===== config.mk =====
export PLATFORM = sky130hd
export DESIGN_NAME = fetch_stage
export DESIGN_NICKNAME = d
export VERILOG_FILES = /design/src/rtl/fetch_stage.sv
export SDC_FILE = /design/constraint.sdc
export NUM_CORES = 1
export LEC_CHECK = 0
export ABC_CLOCK_PERIOD_IN_PS = 2800
export CAP_MARGIN = 30
export CORE_MARGIN = 4
export CORE_UTILIZATION = 50
export CTS_BUF_LIST = sky130_fd_sc_hd__clkbuf_2
export CTS_CLUSTER_DIAMETER = 200
export DETAILED_ROUTE_END_ITERATION = 8
export GPL_TIMING_DRIVEN = 0
export PLACE_DENSITY = 0.85
export SLEW_MARGIN = 20
export SYNTH_ARGS = -nofsm -noshare
export SYNTH_HDL_FRONTEND = slang
export SYNTH_SLANG_ARGS = --single-unit

===== constraint.sdc =====
create_clock -name clk_i -period 2.8 [get_ports clk_i]
set_input_delay 0.42 -clock clk_i [delete_from_list [all_inputs] [get_ports clk_i]]
set_output_delay 0.42 -clock clk_i [all_outputs]
set_load 0.05 [all_outputs]

===== src/rtl/fetch_stage.sv =====
// ----------------------------------------------------------------------------
// fetch_stage
//   Instruction fetch stage with an integrated IF/ID pipeline register. Owns
//   the program counter and keeps at most one instruction-memory request in
//   flight. Fetched words are handed to decode together with their PC.
//   Decode can stall the stage, and a redirect flushes all in-flight work.
//
// Ports
//   clk_i, rst_i                  clock, synchronous active-high reset
//   imem_req_o / imem_addr_o      request valid and word-aligned address (= pc)
//   imem_ready_i                  memory accepts the request this cycle
//   imem_rvalid_i / imem_rdata_i  response valid and instruction word
//   stall_i                       decode cannot accept; hold IF/ID
//   redirect_i / redirect_pc_i    control-flow change and its target
//   id_valid_o, id_inst_o         IF/ID contents presented to decode
//   id_pc_o, id_pc_plus4_o        PC of id_inst_o and that PC + 4
//
// fetch_stage_chk is a simulation-only protocol monitor on the memory port.
// ----------------------------------------------------------------------------

module fetch_stage_chk (
   input  logic clk_i,
   input  logic rst_i,
   input  logic req_i,
   input  logic ready_i,
   input  logic rvalid_i
);
   logic outstanding_q;
   logic orphan_ok_q;

   // Track whether the memory owes a response. A request abandoned by reset
   // may still answer once, so one response is tolerated after reset until
   // the next acceptance.
   always_ff @(posedge clk_i) begin
      if (rst_i) begin
         outstanding_q <= 1'b0;
         orphan_ok_q   <= 1'b1;
      end else begin
         if (req_i && ready_i) begin
            outstanding_q <= 1'b1;
         end else if (rvalid_i) begin
            outstanding_q <= 1'b0;
         end else begin
            outstanding_q <= outstanding_q;
         end
         if ((req_i && ready_i) || rvalid_i) begin
            orphan_ok_q <= 1'b0;
         end else begin
            orphan_ok_q <= orphan_ok_q;
         end
      end
   end

   a_rvalid_expected: assert property (@(posedge clk_i) disable iff (rst_i)
      rvalid_i |-> (outstanding_q || orphan_ok_q));

   a_single_outstanding: assert property (@(posedge clk_i) disable iff (rst_i)
      (req_i && ready_i) |-> (!outstanding_q || rvalid_i));
endmodule

module fetch_stage #(
   parameter logic [31:0] RESET_PC = 32'h0000_0000,
   parameter logic [31:0] NOP_INST = 32'h0000_0013
) (
   input  logic        clk_i,
   input  logic        rst_i,
   output logic        imem_req_o,
   output logic [31:0] imem_addr_o,
   input  logic        imem_ready_i,
   input  logic        imem_rvalid_i,
   input  logic [31:0] imem_rdata_i,
   input  logic        stall_i,
   input  logic        redirect_i,
   input  logic [31:0] redirect_pc_i,
   output logic        id_valid_o,
   output logic [31:0] id_inst_o,
   output logic [31:0] id_pc_o,
   output logic [31:0] id_pc_plus4_o
);
   typedef enum logic [1:0] {
      S_IDLE = 2'd0,
      S_WAIT = 2'd1,
      S_DROP = 2'd2
   } state_e;

   state_e      state_q, state_d;
   logic [31:0] pc_q, pc_d;
   logic [31:0] req_pc_q, req_pc_d;
   logic        skid_valid_q, skid_valid_d;
   logic [31:0] skid_inst_q, skid_inst_d;
   logic [31:0] skid_pc_q, skid_pc_d;
   logic        id_valid_q, id_valid_d;
   logic [31:0] id_inst_q, id_inst_d;
   logic [31:0] id_pc_q, id_pc_d;

   logic can_take_s;
   logic resp_s;
   logic req_s;
   logic accept_s;

   // Handshake terms: a new request may overlap the response that frees the
   // single outstanding slot, but only if decode can take that response.
   always_comb begin
      can_take_s = !(id_valid_q && stall_i);
      resp_s     = (state_q == S_WAIT) && imem_rvalid_i;
      req_s      = !rst_i && !redirect_i && !skid_valid_q &&
                   ((state_q == S_IDLE) || (resp_s && can_take_s));
      accept_s   = req_s && imem_ready_i;
   end

   // Next-state logic for PC, FSM, skid buffer and IF/ID register.
   always_comb begin
      state_d      = state_q;
      pc_d         = pc_q;
      req_pc_d     = req_pc_q;
      skid_valid_d = skid_valid_q;
      skid_inst_d  = skid_inst_q;
      skid_pc_d    = skid_pc_q;
      id_valid_d   = id_valid_q;
      id_inst_d    = id_inst_q;
      id_pc_d      = id_pc_q;

      if (redirect_i) begin
         pc_d         = {redirect_pc_i[31:2], 2'b00};
         skid_valid_d = 1'b0;
         id_valid_d   = 1'b0;
         id_inst_d    = NOP_INST;
         // A response arriving with the redirect is simply discarded. In DROP
         // the arriving response is the one being dropped, so leaving DROP
         // here avoids waiting for a response that will never come.
         case (state_q)
            S_WAIT:  state_d = imem_rvalid_i ? S_IDLE : S_DROP;
            S_DROP:  state_d = imem_rvalid_i ? S_IDLE : S_DROP;
            default: state_d = S_IDLE;
         endcase
      end else begin
         if (accept_s) begin
            req_pc_d = pc_q;
            pc_d     = pc_q + 32'd4;
         end else begin
            req_pc_d = req_pc_q;
         end

         case (state_q)
            S_IDLE:  state_d = accept_s ? S_WAIT : S_IDLE;
            S_WAIT:  state_d = (imem_rvalid_i && !accept_s) ? S_IDLE : S_WAIT;
            S_DROP:  state_d = imem_rvalid_i ? S_IDLE : S_DROP;
            default: state_d = S_IDLE;
         endcase

         if (can_take_s) begin
            // Skid entry is older than any response, so it goes first.
            if (skid_valid_q) begin
               id_valid_d   = 1'b1;
               id_inst_d    = skid_inst_q;
               id_pc_d      = skid_pc_q;
               skid_valid_d = 1'b0;
            end else if (resp_s) begin
               id_valid_d = 1'b1;
               id_inst_d  = imem_rdata_i;
               id_pc_d    = req_pc_q;
            end else begin
               id_valid_d = 1'b0;
               id_inst_d  = NOP_INST;
            end
         end else begin
            if (resp_s) begin
               skid_valid_d = 1'b1;
               skid_inst_d  = imem_rdata_i;
               skid_pc_d    = req_pc_q;
            end else begin
               skid_valid_d = skid_valid_q;
            end
         end
      end
   end

   // State registers with synchronous reset.
   always_ff @(posedge clk_i) begin
      if (rst_i) begin
         state_q      <= S_IDLE;
         pc_q         <= RESET_PC;
         req_pc_q     <= 32'h0000_0000;
         skid_valid_q <= 1'b0;
         skid_inst_q  <= NOP_INST;
         skid_pc_q    <= 32'h0000_0000;
         id_valid_q   <= 1'b0;
         id_inst_q    <= NOP_INST;
         id_pc_q      <= 32'h0000_0000;
      end else begin
         state_q      <= state_d;
         pc_q         <= pc_d;
         req_pc_q     <= req_pc_d;
         skid_valid_q <= skid_valid_d;
         skid_inst_q  <= skid_inst_d;
         skid_pc_q    <= skid_pc_d;
         id_valid_q   <= id_valid_d;
         id_inst_q    <= id_inst_d;
         id_pc_q      <= id_pc_d;
      end
   end

   // Output drive.
   always_comb begin
      imem_req_o    = req_s;
      imem_addr_o   = pc_q;
      id_valid_o    = id_valid_q;
      id_inst_o     = id_inst_q;
      id_pc_o       = id_pc_q;
      id_pc_plus4_o = id_pc_q + 32'd4;
   end

   fetch_stage_chk u_chk (
      .clk_i    (clk_i),
      .rst_i    (rst_i),
      .req_i    (req_s),
      .ready_i  (imem_ready_i),
      .rvalid_i (imem_rvalid_i)
   );
endmodule


## Yosys cells after proc, flatten, opt, wreduce, memory -nomap -nowiden

Cells that the tools add are included.

- Register bits after elaboration: 196
- Output and inout port bits: 130

- $add $sub $neg: 2
- Eq/ne operators: 2
- Muxes and demuxes: 14
- Bitwise operators: 2
- Reductions and logical operators: 23

Operator list:

| kind | count |
|---|---|
| 32-bit two-way mux | 6 |
| 32-bit by 3-bit adder with 32-bit output, second input constant | 2 |
| 1-bit logical AND | 8 |
| 2-bit two-way mux | 3 |
| 2-bit one-hot mux with 3 select lines | 1 |
| 3-bit AND reduction | 2 |
| 1-bit zero test | 5 |
| 1-bit two-way mux | 4 |
| 2-bit nonzero test | 2 |
| 2-bit OR reduction | 2 |
| 3-bit OR reduction | 1 |
| 2-bit by 1-bit equality test with 1-bit output, second input constant | 1 |
| 2-bit equality test, second input constant | 1 |
| 2-bit zero test | 1 |
| 1-bit NOT | 2 |
| 2-bit AND reduction | 1 |
| 1-bit logical OR | 1 |

## Depth between registers and ports, before layout

- Depth after elaboration: 11
- Gate-level depth with buffers: 9
- Mapped depth without buffers: 7

## Least setup slack after synthesis

OpenSTA, ideal clock, no wires.

- Kind: register to output
- Start point: register id_pc_q[2] (netlist: id_pc_o[2])
- End point: output id_pc_plus4_o[26]
- Arrival time: 2879 ps
- Data required time: 2380 ps
- Slack: -499 ps
- Cell stages (with the launch flop): 7
- Cells stage by stage: dfxtp_1 ha_1 nand2_1 nor4_1 nand3_1 nor2_1 xor2_1

- Longest elaborated chain between the ends: 1

Ends and longest elaborated chain:

| element | RTL line | text |
|---|---|---|
| start: declaration | 94 | `logic [31:0] id_pc_q, id_pc_d;` |
| start signal: assignment | 199 | `id_pc_q <= id_pc_d;` |
| 32-bit by 3-bit adder with 32-bit output | 210 | `id_pc_plus4_o = id_pc_q + 32'd4;` |
| end: declaration | 78 | `output logic [31:0] id_pc_plus4_o` |

Every way passes these cells.

## Final worst setup path

- Start point: register id_pc_q[14] (netlist: id_pc_o[14])
- End point: output id_pc_plus4_o[29]

Same word-level chain as after synthesis.

==> impl_metrics.csv <==
group,metric,value,unit
clocking,cts_buffers,17,
timing,rsz0062_at_grt,"yes",
timing,tns,-2190,ps
floorplan,start_util,0.518,
floorplan,fp.dieH,137,um
layout,syn_to_final_growth,35.4,%
run,drv_cap,0,
yosys,synth_cell_type_count,45,
clocking,clk_latency,790,ps
floorplan,rows,46,
timing,drv_slew,0,
floorplan,die-area,0.0188,mm2
worst_setup_path,worstPathMaxFanout,5,
yosys,netlist_area,0.00835,mm2
global_route,antenna_found_initial,1,
routing,ant_nets,0,
clocking,cts_tree,"yes",
place,postPlaceCellArea,0.0107,mm2
layout,fin_cells,1526,
timing,hold_viol,0,
worst_setup_path,end_kind,"output port",
place,dp_hpwl,19100,um
floorplan,core_area,0.0161,mm2
layout,final_area,0.0113,mm2
timing,setup_viol,18,
worst_setup_path,critPathLaunchType,"flop",
routing,drcViolationCount,0,
layout,final_common_cell,"nand2_1",
place,dp_slack,-583,ps
floorplan,io_pins,200,
power,pwr_density_cell,419,mW/mm2
timing,worst_slack,-208,ps
global_route,grt.busiest_layer,"met2",
routing,totalWireLength,26600,um
worst_setup_path,r2r_cells,6,
worst_setup_path,critPathCapture,"id_pc_plus4_o[29]",
routing,routed_via_density,5.75,
yosys,seq_area_frac_synth,0.451,
worst_setup_path,worstPathArrival,2590,ps
global_route,grt_max_degree,20,
layout,fin_util,0.702,
routing,initialDrtViolationCount,857,
clocking,cts_buffer_depth,2,
timing,fmax,332,MHz
power,leakagePower,3.70,nW
layout,final_cell_mix,"nand2_1 (277), dfxtp_1 (173), clkdlybuf4s50_1 (160)",
global_route,grt_pass1_vias,7829,
timing,relSlewSlack,0.330,
global_route,grt.total_usage,0.272,
clocking,cts.clk_slew.worst_paths,270,ps
worst_setup_path,cp-startpoint,"id_pc_o[14]$_SDFFE_PP0P_",
clocking,clkSinkCount,188,
timing,period_needed,3010,ps
min_path,holdCritPathClass,"input port to flop",
worst_setup_path,cp.required,2380,ps
global_route,met3_usage,0.0537,
worst_setup_path,crit_type,"flop to output port",
place,dp.cells,1478,
place,io_buffers,190,
yosys,ys_seq_elements,188,
layout,drive_gt1_frac,0.117,
worst_setup_path,regToRegEndpoint,"imem_addr_o[20]$_SDFFE_PP0P_",
yosys,netlist_instances,1066,
layout,fillers,1255,
global_route,overflow,0,
yosys,yosys_most_used_dff,"dfxtp_1",
routing,drt-pass1-iter-count,5,
timing,tightest_slew,998,ps
worst_setup_path,r2r_start,"imem_addr_o[2]$_SDFFE_PP0P_",
yosys,avgSynthCellArea,7.84,um2
clocking,htree_levels,4,
timing,finClkSkew,39.6,ps
global_route,grt_pass1_wl,40400,um
layout,nets,1373,
outcome,violations,"negative setup slack",
timing,fin_crit_sh,1.07,
routing,vias,8779,
power,irDropWorstVdd,0.266,mV
outcome,status,"finished with violations",
yosys,synth_edf_count,0,
global_route,use_met1,0.362,
yosys,synth_warnings,0,
routing,wire_per_inst,17.5,um
worst_setup_path,regToRegSetupSlack,150,ps
floorplan,fp.dieW,137,um
clocking,cts-root-buf,"clkbuf_2",
place,place.gp.congestion,0.942,
yosys,async_flop_share,0,
global_route,use_met2,0.448,
## state kept, by name (all words and copies together) (netlist names)
signal        count
id_inst_o        32
imem_addr_o      30
id_valid_o        1
skid_inst_q      32
skid_valid_q      1
state_q           2
req_pc_q         30
id_pc_o          30
skid_pc_q        30
## metrics by stage
stage / power (mW) / hold slack (ps)
finish: 4.74 / 174
floorplan: 3.11 / 436
detailed placement: 3.36 / 446
global placement: 3.35 / 441
CTS: 4.72 / 129
global route: 4.89 / 111
## worst min path at each step
stage                     slack (ps)                            to                       start  cells past startpoint
after floorplan                  440    skid_pc_q[10]$_SDFFE_PP0P_  skid_pc_q[10]$_SDFFE_PP0P_                      2
after global placement           440     skid_pc_q[5]$_SDFFE_PP0P_   skid_pc_q[5]$_SDFFE_PP0P_                      2
after detailed placement         450    skid_pc_q[26]$_SDFFE_PP0P_  skid_pc_q[26]$_SDFFE_PP0P_                      2
after CTS                        130  skid_inst_q[18]$_SDFFE_PP0P_            imem_rdata_i[18]                      3
after global routing             110  skid_inst_q[13]$_SDFFE_PP0P_            imem_rdata_i[13]                      3
final                            170  imem_addr_o[29]$_SDFFE_PP0P_           redirect_pc_i[29]                      3
## synth_stat cells (2+ instances only)
cell / instances / share of area
and2_1: 5 / 0.0037
o22ai_1: 2 / 0.0015
mux2i_1: 33 / 0.040
and3_1: 7 / 0.0052
a2bb2oi_1: 2 / 0.0021
xnor2_1: 22 / 0.023
nor2_1: 50 / 0.022
a221oi_1: 2 / 0.0021
nand2_1: 278 / 0.12
buf_2: 4 / 0.0024
a31oi_1: 44 / 0.033
nor4_1: 8 / 0.0060
clkbuf_1: 69 / 0.031
buf_6: 2 / 0.0027
nand4_1: 15 / 0.011
inv_1: 12 / 0.0054
a21oi_1: 106 / 0.064
ha_1: 6 / 0.0090
xor2_1: 8 / 0.0084
nor3_1: 26 / 0.016
nand3_1: 59 / 0.035
o311ai_0: 2 / 0.0021
o211ai_1: 8 / 0.0072
nand3b_1: 6 / 0.0054
and4_1: 2 / 0.0021
nor3b_1: 6 / 0.0054
dfxtp_1: 188 / 0.45
mux2_2: 2 / 0.0027
a211oi_1: 38 / 0.034
a22oi_1: 5 / 0.0045
or4_1: 5 / 0.0045
buf_1: 4 / 0.0018
o21ai_0: 12 / 0.0072
buf_4: 6 / 0.0054
or3_1: 12 / 0.0090
## cell type report
type,instances,area [um2],area share
Inverter,12,45.0,0.00398
Sequential cell,188,3800,0.336
Multi-Input combinational cell,786,4530,0.401
Clock buffer,19,95.1,0.00841
Tap cell,216,270,0.0239
Clock inverter,12,149,0.0132
Timing Repair Buffer,211,2050,0.181
Antenna cell,1,2.50,0.000221
Buffer,81,360,0.0319
## routing by layer
metal	share of wire	vias to the layer above	wire length [um]
met3	0.093	58	2480
met1	0.41	4095	10800
met2	0.48	454	12700
met5	0	-	0
li1	-	4172	-
met4	0.025	0	664
## kinds of logic (layout without fill, tap and decap cells)
logic type	count (synthesis)	after routing	synth area share
compound gates	224	224	0.160
xor+xnor	30	30	0.0315
fa+ha+maj	6	6	0.00899
buf+inv	97	335	0.0487
flops	188	188	0.451
mux	35	35	0.0422
other cells	1	7	0.000449
simple gates	485	485	0.257
## report_power, final
group | total, mW | internal (mW) | switching (mW)
Sequential | 2.78 | 2.71 | 0.0649
Clock | 1.42 | 0.495 | 0.922
Combinational | 0.540 | 0.210 | 0.331
## critical path, stage by stage (launching register included)
cell     delay, ps
dfxtp_1        450
and3_1         230
and3_2         300
and2_4         210
nand4_1        220
xnor2_4        210
buf_6          170
## timing repair
item                       4_1_cts  5_1_grt
resized for setup              188       48
buffers inserted                11        9
setup endpoints to repair       28       52
pin swaps                       13       11
hold buffers                     0        0
Power figures use the tool's default switching activity.
